## config.mk

```make
export PLATFORM = sky130hd
export DESIGN_NAME = scalar_wb_arbiter_flat
export DESIGN_NICKNAME = d
export VERILOG_FILES = /design/src/rtl/scalar_wb_arbiter_if.sv /design/src/rtl/scalar_wb_arbiter.sv /design/src/flat_wrapper.sv
export SDC_FILE = /design/constraint.sdc
export NUM_CORES = 1
export LEC_CHECK = 0
export BUFFER_PORTS_ARGS = -buffer_cell sky130_fd_sc_hd__buf_2
export CORE_MARGIN = 1
export CORE_UTILIZATION = 45
export CTS_BUF_LIST = sky130_fd_sc_hd__clkbuf_16
export DETAILED_ROUTE_END_ITERATION = 12
export PLACE_DENSITY = 0.86
export SETUP_SLACK_MARGIN = 0.2
export SKIP_CTS_REPAIR_TIMING = 1
export SLEW_MARGIN = 10
export SYNTH_ARGS = -nofsm -noshare
export SYNTH_HDL_FRONTEND = slang
export SYNTH_SLANG_ARGS = --single-unit
```

## constraint.sdc

```tcl
create_clock -name clk -period 3.1 [get_ports clk]
set_input_delay 0.155 -clock clk [delete_from_list [all_inputs] [get_ports clk]]
set_output_delay 0.155 -clock clk [all_outputs]
set_load 0.02 [all_outputs]
```

## src/rtl/scalar_wb_arbiter_if.sv

```systemverilog
// Write-side bundle of the scalar write-back arbiter: the two producer
// handshakes and the register-file write port it drives.

`ifndef SCALAR_RF_NOP
`define SCALAR_RF_NOP 2'b00
`endif
`ifndef SCALAR_RF_WRITE
`define SCALAR_RF_WRITE 2'b01
`endif

interface scalar_wb_arbiter_if #(
  parameter int LEN = 32
);
  logic           a_valid;
  logic [4:0]     a_rd;
  logic [LEN-1:0] a_data;
  logic           a_ready;

  logic           b_valid;
  logic [4:0]     b_rd;
  logic [LEN-1:0] b_data;
  logic           b_ready;

  logic [1:0]     rf_signal;
  logic [4:0]     rf_rd;
  logic [LEN-1:0] rf_data;
  logic           write_back_enabled;

  // Producers and register file side.
  modport master (
    output a_valid, a_rd, a_data,
    output b_valid, b_rd, b_data,
    input  a_ready, b_ready,
    input  rf_signal, rf_rd, rf_data, write_back_enabled
  );

  // Arbiter side.
  modport slave (
    input  a_valid, a_rd, a_data,
    input  b_valid, b_rd, b_data,
    output a_ready, b_ready,
    output rf_signal, rf_rd, rf_data, write_back_enabled
  );
endinterface

```

## src/rtl/scalar_wb_arbiter.sv

```systemverilog
// Scalar register-file write-back arbiter with a per-register busy
// scoreboard. Requester A (scalar pipe) and B (vector-unit scalar results)
// share one write port through a registered output slot; round-robin on
// contention. Decode queries busy bits for RAW stalls.

`ifndef SCALAR_RF_NOP
`define SCALAR_RF_NOP 2'b00
`endif
`ifndef SCALAR_RF_WRITE
`define SCALAR_RF_WRITE 2'b01
`endif

module scalar_wb_arbiter #(
  parameter int ADDR_WIDTH = 17,
  parameter int LEN        = 32
) (
  input  logic                clk,
  input  logic                rst,
  input  logic                rdy_in,
  scalar_wb_arbiter_if.slave  bus,
  input  logic                busy_set_en,
  input  logic [4:0]          busy_set_rd,
  input  logic [4:0]          rs1_q,
  input  logic [4:0]          rs2_q,
  output logic                rs1_busy,
  output logic                rs2_busy
);

  // ADDR_WIDTH exists only for parameter uniformity across the core.
  logic unused_addr_width;
  assign unused_addr_width = ^ADDR_WIDTH;

  logic           rr;
  logic           slot_valid;
  logic [31:0]    busy_q;
  logic [31:0]    busy_next;

  logic           grant_a;
  logic           grant_b;
  logic [4:0]     win_rd;
  logic [LEN-1:0] win_data;

  // Grant selection: sole requester wins, otherwise rr picks (0=A, 1=B).
  always_comb begin
    grant_a  = bus.a_valid & (~bus.b_valid | ~rr);
    grant_b  = bus.b_valid & (~bus.a_valid |  rr);
    win_rd   = grant_b ? bus.b_rd   : bus.a_rd;
    win_data = grant_b ? bus.b_data : bus.a_data;
  end

  // Handshake outputs; held low in reset so producers never see a
  // spurious accept while the slot is being cleared.
  assign bus.a_ready = rst & rdy_in & grant_a;
  assign bus.b_ready = rst & rdy_in & grant_b;

  // Output slot and round-robin pointer; drains on every enabled edge.
  always_ff @(posedge clk or negedge rst) begin
    if (!rst) begin
      slot_valid  <= 1'b0;
      rr          <= 1'b0;
      bus.rf_rd   <= '0;
      bus.rf_data <= '0;
    end else if (rdy_in) begin
      if (grant_a | grant_b) begin
        // x0 writes are accepted but never presented to the file.
        slot_valid  <= (win_rd != 5'd0);
        bus.rf_rd   <= win_rd;
        bus.rf_data <= win_data;
        rr          <= grant_a;
      end else begin
        slot_valid  <= 1'b0;
      end
    end
  end

  assign bus.write_back_enabled = slot_valid;
  assign bus.rf_signal          = slot_valid ? `SCALAR_RF_WRITE : `SCALAR_RF_NOP;

  // Scoreboard next state: commit clears, then issue sets, so a fresh
  // producer for the same rd keeps the bit set.
  always_comb begin
    busy_next = busy_q;
    if (slot_valid)
      busy_next[bus.rf_rd] = 1'b0;
    if (busy_set_en && (busy_set_rd != 5'd0))
      busy_next[busy_set_rd] = 1'b1;
    busy_next[0] = 1'b0;
  end

  // Scoreboard register, frozen while the pipeline is stalled.
  always_ff @(posedge clk or negedge rst) begin
    if (!rst)
      busy_q <= '0;
    else if (rdy_in)
      busy_q <= busy_next;
  end

  assign rs1_busy = busy_q[rs1_q];
  assign rs2_busy = busy_q[rs2_q];

endmodule
```

## src/flat_wrapper.sv

```systemverilog
// flat-port wrapper written by rule: the top's interface ports become plain ports
module scalar_wb_arbiter_flat 
#(
  parameter int ADDR_WIDTH = 17,
  parameter int LEN        = 32
)
  (clk, rst, rdy_in, busy_set_en, busy_set_rd, rs1_q, rs2_q, rs1_busy, rs2_busy, bus_a_valid, bus_a_rd, bus_a_data, bus_b_valid, bus_b_rd, bus_b_data, bus_a_ready, bus_b_ready, bus_rf_signal, bus_rf_rd, bus_rf_data, bus_write_back_enabled);
  scalar_wb_arbiter_if #(.LEN(LEN)) bus_i ();
  input  logic clk;
  input  logic rst;
  input  logic rdy_in;
  input  logic busy_set_en;
  input  logic [4:0] busy_set_rd;
  input  logic [4:0] rs1_q;
  input  logic [4:0] rs2_q;
  output logic rs1_busy;
  output logic rs2_busy;
  input wire logic [$bits(bus_i.a_valid)-1:0] bus_a_valid;
  input wire logic [$bits(bus_i.a_rd)-1:0] bus_a_rd;
  input wire logic [$bits(bus_i.a_data)-1:0] bus_a_data;
  input wire logic [$bits(bus_i.b_valid)-1:0] bus_b_valid;
  input wire logic [$bits(bus_i.b_rd)-1:0] bus_b_rd;
  input wire logic [$bits(bus_i.b_data)-1:0] bus_b_data;
  output wire logic [$bits(bus_i.a_ready)-1:0] bus_a_ready;
  output wire logic [$bits(bus_i.b_ready)-1:0] bus_b_ready;
  output wire logic [$bits(bus_i.rf_signal)-1:0] bus_rf_signal;
  output wire logic [$bits(bus_i.rf_rd)-1:0] bus_rf_rd;
  output wire logic [$bits(bus_i.rf_data)-1:0] bus_rf_data;
  output wire logic [$bits(bus_i.write_back_enabled)-1:0] bus_write_back_enabled;
  assign bus_i.a_valid = bus_a_valid;
  assign bus_i.a_rd = bus_a_rd;
  assign bus_i.a_data = bus_a_data;
  assign bus_i.b_valid = bus_b_valid;
  assign bus_i.b_rd = bus_b_rd;
  assign bus_i.b_data = bus_b_data;
  assign bus_a_ready = bus_i.a_ready;
  assign bus_b_ready = bus_i.b_ready;
  assign bus_rf_signal = bus_i.rf_signal;
  assign bus_rf_rd = bus_i.rf_rd;
  assign bus_rf_data = bus_i.rf_data;
  assign bus_write_back_enabled = bus_i.write_back_enabled;
  scalar_wb_arbiter #(.ADDR_WIDTH(ADDR_WIDTH), .LEN(LEN)) u_core (.clk(clk), .rst(rst), .rdy_in(rdy_in), .bus(bus_i), .busy_set_en(busy_set_en), .busy_set_rd(busy_set_rd), .rs1_q(rs1_q), .rs2_q(rs2_q), .rs1_busy(rs1_busy), .rs2_busy(rs2_busy));
endmodule
```

==> flow_summary.ini, run 1 <==
[status]
status = finished, final reports clean

[sta]
hold_viol_final = 0
maxSlewViolCount = 0
clock_skew_ns = 0.00574
fin_crit_sh_pct = 71.6
fmaxAchievable_mhz = 451
finalSetupViolCount = 0
rsz0062_at_grt = false
fin_crit_ns = 2.22
slew_headroom_pct = 50.8
tightest_slew_ns = 0.735
setup_tns_ns = 0

[cts]
ctsLongestPathBuffers = 2
clkSinkCount = 70
cts_made_buffers = 9
clkTransAtPathRegs_ns = 0.06
cts_root_buf = clkbuf_16
cts_tree = built
htreeDepth = 3
insertion_delay_ns = 0.33

[yosys]
synth_cell_type_count = 33
netlist_area_mm2 = 0.00372
yosys_warnings = 0
netlist_instances = 383
syn_avg_cell_area_um2 = 9.71
synth_nets = 478
ys_ff_latch = 70
yosysSeqAreaShare_pct = 47.1

[grt]
grt_use_total_pct = 24.5
grt_max_degree = 44
grt_remaining_overflow = 0
antenna_found_initial = 0
grt_pass1_wl_um = 16300
grt_pass1_vias = 3432

[min_path]
min_path_cells = 3
hp-class = primary input to flop
min_to = u_core.bus.rf_data[0]$_DFFE_PN0P_
hp-start = bus_b_data[0]

[setup_path]
crit_chain = o21ai_4 -> buf_4 -> nor2_1 -> buf_2
r2r_setup_slack_ns = 1.06
endpoint_kind = output port
worstPathArrival_ns = 2.06
r2r_start = u_core.rr$_DFFE_PN0P_
startpoint = u_core.rr$_DFFE_PN0P_
crit_type = flop to output port
r2r_cells = 4
path_max_fanout = 23
r2r-end = u_core.bus.rf_data[23]$_DFFE_PN0P_
startpoint_type = flop
worst_path_max_delay_cell = o21ai_4
cp_slowest_stage_delay_ns = 0.60
worstPathRequired_ns = 2.94

[die]
die_h_um = 92.9
core_mm2 = 0.00785
start_util_pct = 47.4
rows = 32
dieArea_mm2 = 0.00863
die_w_um = 92.9
ios = 139

[final_layout]
nFillCells = 688
nets = 606
drive_above_1_share_pct = 32.6
instances_no_fill = 618
final_util_pct = 60.7
num_antenna_cells = 0
syn2layout_area_growth_pct = 28.2

[placed_design]
dp_cells = 601
hpwlAfterDp_um = 7870
io_buffers = 137
gp_congestion = 0.807

[drt]
totalWireLength_um = 10200
via_per_inst = 5.65
first_iter_violations = 261
vias = 3493
final_antenna_net_count = 0
post_drt_wl_per_cell_um = 16.5
drc_errors = 0
first_pass_iters = 5

[power]
irDropWorstVdd_mv = 0.367
leakage_nw = 2.35
powerDensity_mw_per_mm2 = 611

[job]
max_cap_violations = 0
-- cells in the final DEF (no fill, tap or decap) --
| master | count |
|---|---|
| a211oi_1 | 3 |
| a21oi_1 | 7 |
| a22oi_1 | 4 |
| a31oi_1 | 1 |
| and3_1 | 1 |
| buf_2 | 137 |
| buf_4 | 3 |
| bufinv_16 | 1 |
| clkbuf_16 | 9 |
| clkinv_2 | 4 |
| clkinvlp_4 | 2 |
| conb_1 | 1 |
| dfrtp_1 | 70 |
| dlygate4sd3_1 | 1 |
| inv_1 | 5 |
| mux2i_1 | 55 |
| mux4_2 | 6 |
| nand2_1 | 45 |
| nand2b_1 | 4 |
| nand3_1 | 10 |
| nand3b_1 | 7 |
| nand4_1 | 5 |
| nand4b_1 | 2 |
| nor2_1 | 9 |
| nor2b_1 | 4 |
| nor3_1 | 3 |
| o2111ai_1 | 2 |
| o211ai_1 | 2 |
| o21ai_0 | 99 |
| o21ai_4 | 2 |
| o32ai_1 | 1 |
| or2_1 | 1 |
| or2_2 | 2 |
| or3_1 | 2 |
| or3b_1 | 3 |
| or3b_2 | 2 |
| or4_1 | 1 |
-- cells in the mapped netlist --
library cell | number | area (µm²)
nand4b_1 | 2 | 17.5
nand3_1 | 10 | 50.1
o2111ai_1 | 2 | 17.5
conb_1 | 1 | 3.75
mux2i_1 | 55 | 551
nor2b_1 | 4 | 25.0
mux4_2 | 6 | 135
a22oi_1 | 4 | 30.0
o21ai_0 | 100 | 500
inv_1 | 5 | 18.8
or3b_2 | 2 | 17.5
nor2_1 | 9 | 33.8
clkbuf_1 | 12 | 45.0
or2_1 | 1 | 6.26
or3_1 | 2 | 12.5
or2_2 | 2 | 12.5
nand3b_1 | 7 | 52.6
o211ai_1 | 2 | 15.0
nor3_1 | 3 | 15.0
buf_4 | 2 | 15.0
nand4_1 | 5 | 31.3
nand2_1 | 45 | 169
and3_1 | 1 | 6.26
or4_1 | 1 | 7.51
dfrtp_1 | 70 | 1750
nand2b_1 | 4 | 25.0
o21ai_1 | 1 | 5.00
buf_2 | 10 | 50.1
a31oi_1 | 1 | 6.26
or3b_1 | 3 | 26.3
a211oi_1 | 3 | 22.5
a21oi_1 | 7 | 35.0
o32ai_1 | 1 | 8.76
-- metal layers --
layer	track usage [%]	routed length [µm]	up-vias
li1	-	-	1648
met1	30.0	4180	1669
met5	0	0	-
met3	4.27	660	23
met2	42.3	5100	153
met4	10.8	248	0
-- critical path, delay by kind of cell, from the launching register on --
kind                   cells  cell delay (ns)
AO/OA/AOI/OAI              1             0.60
AND/OR/NAND/NOR            1             0.06
buffers and inverters      2             0.62
flip-flops                 1             0.43
-- how the worst max path moves through the flow --
stage / endpoint
after floorplan: u_core.busy_q[12]$_DFFE_PN0P_
after detailed placement: u_core.bus.rf_data[23]$_DFFE_PN0P_
after global placement: u_core.bus.write_back_enabled$_DFFE_PN0P_
after CTS: bus_b_ready
after global routing: bus_b_ready
final: bus_b_ready
-- where the power goes --
part	total, mW	internal [mW]	switching (mW)
clock network	0.999	0.616	0.383
registers	1.23	1.08	0.145
logic	0.686	0.291	0.396
total	2.91	1.99	0.924
-- state kept, by name, summed over array words and instances, names as in the netlist --
signal,cells
u_core.bus.write_back_enabled,1
u_core.rr,1
u_core.busy_q,31
u_core.bus.rf_rd,5
u_core.bus.rf_data,32
-- cell type report --
type	instances	area, µm²	area share (%)
Multi-Input combinational cell	284	1860	39.0
Clock buffer	9	225	4.72
Sequential cell	70	1750	36.7
Inverter	5	18.8	0.394
Tap cell	102	128	2.68
Clock inverter	7	65.1	1.36
Timing Repair Buffer	141	718	15.1
-- stage by stage --
step	hold WS, ns	cell area (µm²)	power (mW)	setup slack (ns)
6_report	0.112	4770	2.91	0.882
5_1_grt	0.117	4770	3.05	0.799
4_1_cts	-0.101	4760	2.91	0.874
2_1_floorplan	-0.141	3720	1.64	1.60
3_3_place_gp	0.237	4470	1.89	1.25
3_5_place_dp	0.241	4470	1.93	1.07
-- logic make-up (layout without fill, tap and decap cells) --
kind of cell | after synthesis | in the layout | synth area share [%]
AND/OR/NAND/NOR | 101 | 101 | 13.7
AO/OA/AOI/OAI | 121 | 121 | 17.2
other | 1 | 1 | 0.101
buffers and inverters | 29 | 162 | 3.47
flip-flops | 70 | 70 | 47.1
multiplexers | 61 | 61 | 18.4
Power figures use the tool's default switching activity.
==> run 2, diff against run 1 <==
==> constraint.sdc (replaced) <==
create_clock -name clk -period 2.12 [get_ports clk]
set_input_delay 0.106 -clock clk [delete_from_list [all_inputs] [get_ports clk]]
set_output_delay 0.106 -clock clk [all_outputs]
set_load 0.02 [all_outputs]
==> run 2 against run 1 <==
Against the previous run: largest power group unchanged; clock power up 57%; critical endpoint is now rs2_busy; largest cell class unchanged; clock-buffer cell count unchanged; critical path depth up 1; cell area up 0.92%; core utilization up 0.56 points; clock skew about the same; flip-flop and latch count unchanged; combinational power up 49%; first-iteration DRC count down 18%; non-clock buffer count unchanged; setup slack worse by 0.57 ns; worst hold slack worse by 0.083 ns.
==> flow_summary.ini, run 2 (synthesized netlist as in run 1, its figures left out) <==
[status]
status = finished, final reports clean

[placed_design]
gp_congestion = 0.896
place_area_mm2 = 0.00449
hpwlAfterDp_um = 7580
dp_cells = 602
place_ws_ns = 0.530
io_buffers = 137

[sta]
fin_crit_sh_pct = 85.2
setup_tns_ns = 0
fmaxAchievable_mhz = 554
fin_hold_ws_ns = 0.0288
setup_ws_ns = 0.313
tightest_slew_ns = 0.856
clock_skew_ns = 0.00615
fin_crit_ns = 1.81
slew_headroom_pct = 43.0
rsz0062_at_grt = false
maxSlewViolCount = 0
hold_viol_final = 0
finalSetupViolCount = 0

[final_layout]
final_cell_mix = 136 x buf_2, 99 x o21ai_0, 70 x dfrtp_1
syn2layout_area_growth_pct = 29.4
fin_area_mm2 = 0.00481
num_antenna_cells = 0
nets = 606
nFillCells = 666
reg_top3 = u_core.bus.rf_data (32), u_core.busy_q (31), u_core.bus.rf_rd (5)
final_util_pct = 61.3
largest_register_ffs = 32
drive_above_1_share_pct = 32.8
ff_latch_area_mm2 = 0.00175
multi_input_area_mm2 = 0.00187
regMostFlops = u_core.bus.rf_data
instances_no_fill = 618
final_common_cell = buf_2

[power]
powerDensity_mw_per_mm2 = 911
leakage_nw = 2.37
power_mw = 4.38
irDropWorstVdd_mv = 0.509

[cts]
ctsLongestPathBuffers = 2
insertion_delay_ns = 0.33
cts_root_buf = clkbuf_16
htreeDepth = 3
cts_tree = built
clkSinkCount = 70
clkTransAtPathRegs_ns = 0.06
cts_made_buffers = 9

[setup_path]
endpoint_kind = output port
worstPathArrival_ns = 1.70
cp_slowest_stage_delay_ns = 0.45
worstPathRequired_ns = 2.01
worst_path_max_delay_cell = mux4_2
startpoint_type = flop
crit_type = flop to output port
crit_chain = mux4_2 -> nand2b_1 -> o2111ai_1 -> nand4_1 -> buf_4
path_max_fanout = 3

[min_path]
hp-class = primary input to async pin

[die]
start_util_pct = 47.4
die_w_um = 92.9
core_mm2 = 0.00785
dieArea_mm2 = 0.00863
rows = 32
ios = 139
die_h_um = 92.9

[drt]
drc_errors = 0
final_antenna_net_count = 0
vias = 3460
totalWireLength_um = 9960
via_per_inst = 5.60
first_pass_iters = 7
post_drt_wl_per_cell_um = 16.1
first_iter_violations = 213

[grt]
grt_use_total_pct = 24.2
grt_pass1_wl_um = 15900
grt_pass1_vias = 3260
grt_remaining_overflow = 0
grt_max_degree = 71
antenna_found_initial = 0

[job]
max_cap_violations = 0
## run 2: cell count changes in the layout (fill, tap and decap cells not counted), sizes merged
cell         delta
buf             +1
bufinv          +1
clkinv          -1
dlygate4sd3     -1
## run 2: power breakdown
part / internal (mW) / total, mW / leakage (nW) / switching [mW]
clock network: 1.02 / 1.57 / 0.149 / 0.553
registers: 1.59 / 1.79 / 0.874 / 0.202
logic: 0.436 / 1.02 / 1.35 / 0.584
total: 3.04 / 4.38 / 2.37 / 1.34
## run 2: path summary, 6_finish.rpt
| path | startpoint | to | slack, ns | cells after the start |
|---|---|---|---|---|
| max in group asynchronous | rst | u_core.bus.rf_data[27]$_DFFE_PN0P_ | 1.53 | 2 |
| hold reg to reg | u_core.bus.rf_data[4]$_DFFE_PN0P_ | u_core.bus.rf_data[4]$_DFFE_PN0P_ | 0.47 | 2 |
| min in group clk | bus_b_data[23] | u_core.bus.rf_data[23]$_DFFE_PN0P_ | 0.07 | 3 |
| setup reg to reg | u_core.bus.rf_rd[1]$_DFFE_PN0P_ | u_core.busy_q[4]$_DFFE_PN0P_ | 0.50 | 4 |
| setup / recovery | u_core.busy_q[22]$_DFFE_PN0P_ | rs2_busy | 0.31 | 5 |
| hold / removal | rst | u_core.busy_q[1]$_DFFE_PN0P_ | 0.03 | 2 |
## run 2: area by class of cell
class                      count  area share [%]
clock buffer                   9            4.68
clock inverter                 7            1.85
inverter                       5           0.390
multi-input combinational    284            38.8
sequential                    70            36.4
tap                          102            2.65
timing repair buffer         141            15.2
## run 2: layer usage
layer	vias up	routed length, µm	GRT usage (%)
met2	165	5120	42.3
met3	26	620	3.69
met5	-	0	0
met4	0	244	10.8
li1	1644	-	-
met1	1625	3980	29.4
## run 2: critical path, delay by kind of cell (launching register included)
family                 cells  cell delay [ns]
flip-flops                 1             0.39
multiplexers               1             0.45
AND/OR/NAND/NOR            2             0.26
buffers and inverters      1             0.17
AO/OA/AOI/OAI              1             0.11
==> run 3, diff against run 2 <==
--- a/config.mk
+++ b/config.mk
@@ -5,10 +5,11 @@
 export SDC_FILE = /design/constraint.sdc
 export NUM_CORES = 1
 export LEC_CHECK = 0
+export ABC_AREA = 1
 export BUFFER_PORTS_ARGS = -buffer_cell sky130_fd_sc_hd__buf_2
 export CORE_MARGIN = 1
 export CORE_UTILIZATION = 45
-export CTS_BUF_LIST = sky130_fd_sc_hd__clkbuf_16
+export CTS_BUF_LIST = sky130_fd_sc_hd__clkbuf_4 sky130_fd_sc_hd__clkbuf_8
 export DETAILED_ROUTE_END_ITERATION = 12
 export PLACE_DENSITY = 0.86
 export SETUP_SLACK_MARGIN = 0.2
==> run 3 against run 2 <==
Against the previous run: the flow now finishes with violations (negative hold slack); cell area down 1.0%; global-route usage up 2.2 points; synthesized area up 3.3%; core utilization down 3.7 points; sequential share of layout area up 0.38 points; sequential power about the same; setup slack better by 0.081 ns; maximum frequency up 4.7%.
==> flow_summary.ini, run 3 <==
[placed_design]
dp_cells = 746
hpwlAfterDp_um = 8310
io_buffers = 137
gp_congestion = 0.908

[grt]
met1_usage_pct = 33.6
use_met3_pct = 3.78
busiest_layer = met2
grt_max_degree = 58
grt_pass1_vias = 3856
use_met2_pct = 45.1
antenna_found_initial = 1
grt_use_total_pct = 26.4
grt_pass1_wl_um = 18200
grt_remaining_overflow = 0

[drt]
drc_errors = 0
first_iter_violations = 358
totalWireLength_um = 11600
first_pass_iters = 5
final_antenna_net_count = 0
post_drt_wl_per_cell_um = 15.1
via_per_inst = 5.50
vias = 4222

[min_path]
min_to = u_core.bus.rf_data[17]$_DFFE_PN0P_
min_path_cells = 3
hp-start = bus_b_data[17]
hp-class = primary input to flop

[setup_path]
startpoint_type = flop
worstPathRequired_ns = 2.01
startpoint = u_core.rr$_DFFE_PN0P_
r2r_setup_slack_ns = 0.63
endpoint_kind = output port
r2r-end = u_core.busy_q[6]$_DFFE_PN0P_
r2r_start = u_core.bus.rf_rd[1]$_DFFE_PN0P_
path_max_fanout = 24
r2r_cells = 5
worstPathArrival_ns = 1.62
crit_type = flop to output port

[final_layout]
final_cell_mix = 137 x buf_2, 132 x nand2_1, 70 x dfrtp_1
drive_above_1_share_pct = 24.8
nFillCells = 766
instances_no_fill = 768
largest_register_ffs = 32
syn2layout_area_growth_pct = 23.9
regMostFlops = u_core.bus.rf_data
nets = 752
reg_top3 = u_core.bus.rf_data (32), u_core.busy_q (31), u_core.bus.rf_rd (5)
final_common_cell = buf_2

[power]
powerDensity_mw_per_mm2 = 855
power_frac_seq_pct = 44.6
p_clk_share_pct = 27.7
p_int_mw = 2.62
irDropWorstVdd_mv = 0.623
p_sw_mw = 1.45
switching_share_pct = 35.6
leakage_nw = 2.38
pwr-share-comb_pct = 27.7

[yosys]
synth_cell_type_count = 18
yosysTopAreaCell = dfrtp_1
synth.top_cell.area_share_pct = 45.6
synthTopCellsByArea = dfrtp_1 46%, nand2_1 13%, nand3_1 9.0%
yosys_warnings = 0
yosysMostFrequentCell = nand2_1
ys_ff_latch = 70
netlist_instances = 524
synth-edff-count = 0
synth_common_cells = 132 x nand2_1, 70 x dfrtp_1, 69 x nand3_1
syn_avg_cell_area_um2 = 7.33
synth_nets = 619
async_flop_share_pct = 100
netlist_area_mm2 = 0.00384
yosysSeqAreaShare_pct = 45.6
ys.flop_type = dfrtp_1

[cts]
ctsLongestPathBuffers = 2
htreeDepth = 3
cts_tree = built
cts_root_buf = clkbuf_8
cts_made_buffers = 9
insertion_delay_ns = 0.36
clkSinkCount = 70
clkTransAtPathRegs_ns = 0.08

[die]
rows = 33
start_util_pct = 46.5
dieArea_mm2 = 0.00891
die_w_um = 94.4
core_mm2 = 0.00826
die_h_um = 94.4
ios = 139

[job]
max_cap_violations = 0

[sta]
fin_hold_ws_ns = -0.0121
hold_viol_final = 17
clock_skew_ns = 0.00948
fmaxAchievable_mhz = 579
tightest_slew_ns = 0.711
finalSetupViolCount = 0
fin_crit_ns = 1.73
rsz0062_at_grt = false
setup_tns_ns = 0
slew_headroom_pct = 52.6
fin_crit_sh_pct = 81.4
maxSlewViolCount = 0

[status]
status = finished with violations
violations = negative hold slack
[run 3: layout make-up]
| cell class | count | area [µm²] | area share [%] |
|---|---|---|---|
| Antenna cell | 1 | 2.50 | 0.0526 |
| Clock inverter | 4 | 45.0 | 0.946 |
| Clock buffer | 12 | 159 | 3.34 |
| Tap cell | 105 | 131 | 2.76 |
| Timing Repair Buffer | 147 | 773 | 16.2 |
| Multi-Input combinational cell | 388 | 1740 | 36.6 |
| Sequential cell | 70 | 1750 | 36.8 |
| Inverter | 41 | 154 | 3.23 |
[run 3: metal layers]
layer / vias to the layer above / wire, µm
li1: 2015 / -
met1: 1937 / 4660
met2: 242 / 5650
met3: 28 / 1030
met4: 0 / 214
met5: - / 0
[run 3: kinds of logic (layout without fill, tap and decap cells)]
kind of cell           Yosys count  in the layout  share of synthesized area [%]
AND/OR/NAND/NOR                249            249                           27.2
AO/OA/AOI/OAI                  138            138                           18.0
flip-flops                      70             70                           45.6
buffers and inverters           66            204                           9.12
other                            1              2                         0.0976
[run 3: how the worst max path moves through the flow]
| stage | endpoint | slack (ns) |
|---|---|---|
| after floorplan | u_core.busy_q[13]$_DFFE_PN0P_ | 0.87 |
| after global placement | u_core.bus.rf_data[7]$_DFFE_PN0P_ | 0.71 |
| after detailed placement | u_core.bus.rf_data[13]$_DFFE_PN0P_ | 0.58 |
| final | bus_b_ready | 0.39 |
| after CTS | bus_b_ready | 0.29 |
| after global routing | bus_b_ready | 0.28 |
[run 3: stage by stage]
step | utilization, % | hold WS, ns | total power, mW | instance area (µm²) | setup slack [ns]
2_1_floorplan | - | -0.190 | 2.51 | 3840 | 0.868
3_3_place_gp | 54.5 | 0.0474 | 2.89 | 4500 | 0.711
3_5_place_dp | 54.5 | 0.0516 | 2.94 | 4500 | 0.577
4_1_cts | 57.0 | -0.325 | 4.04 | 4700 | 0.287
5_1_grt | 57.7 | 0.00332 | 4.27 | 4760 | 0.282
6_report | 57.7 | -0.0121 | 4.07 | 4760 | 0.394
[run 3: power by group through the flow]
stage	registers [mW]	clock network, mW	logic (mW)
after floorplan	1.91	0	0.602
after global placement	1.82	0	1.07
after detailed placement	1.83	0	1.11
after CTS	1.81	1.12	1.11
after global routing	1.84	1.18	1.26
final	1.81	1.13	1.13
[run 3: worst max-delay path, cell delays in order, from the launching register on]
cell	delay [ns]
dfrtp_1	0.39
inv_1	0.07
nand2_1	0.08
nand2_4	0.21
buf_4	0.29
nor2_1	0.06
buf_2	0.16
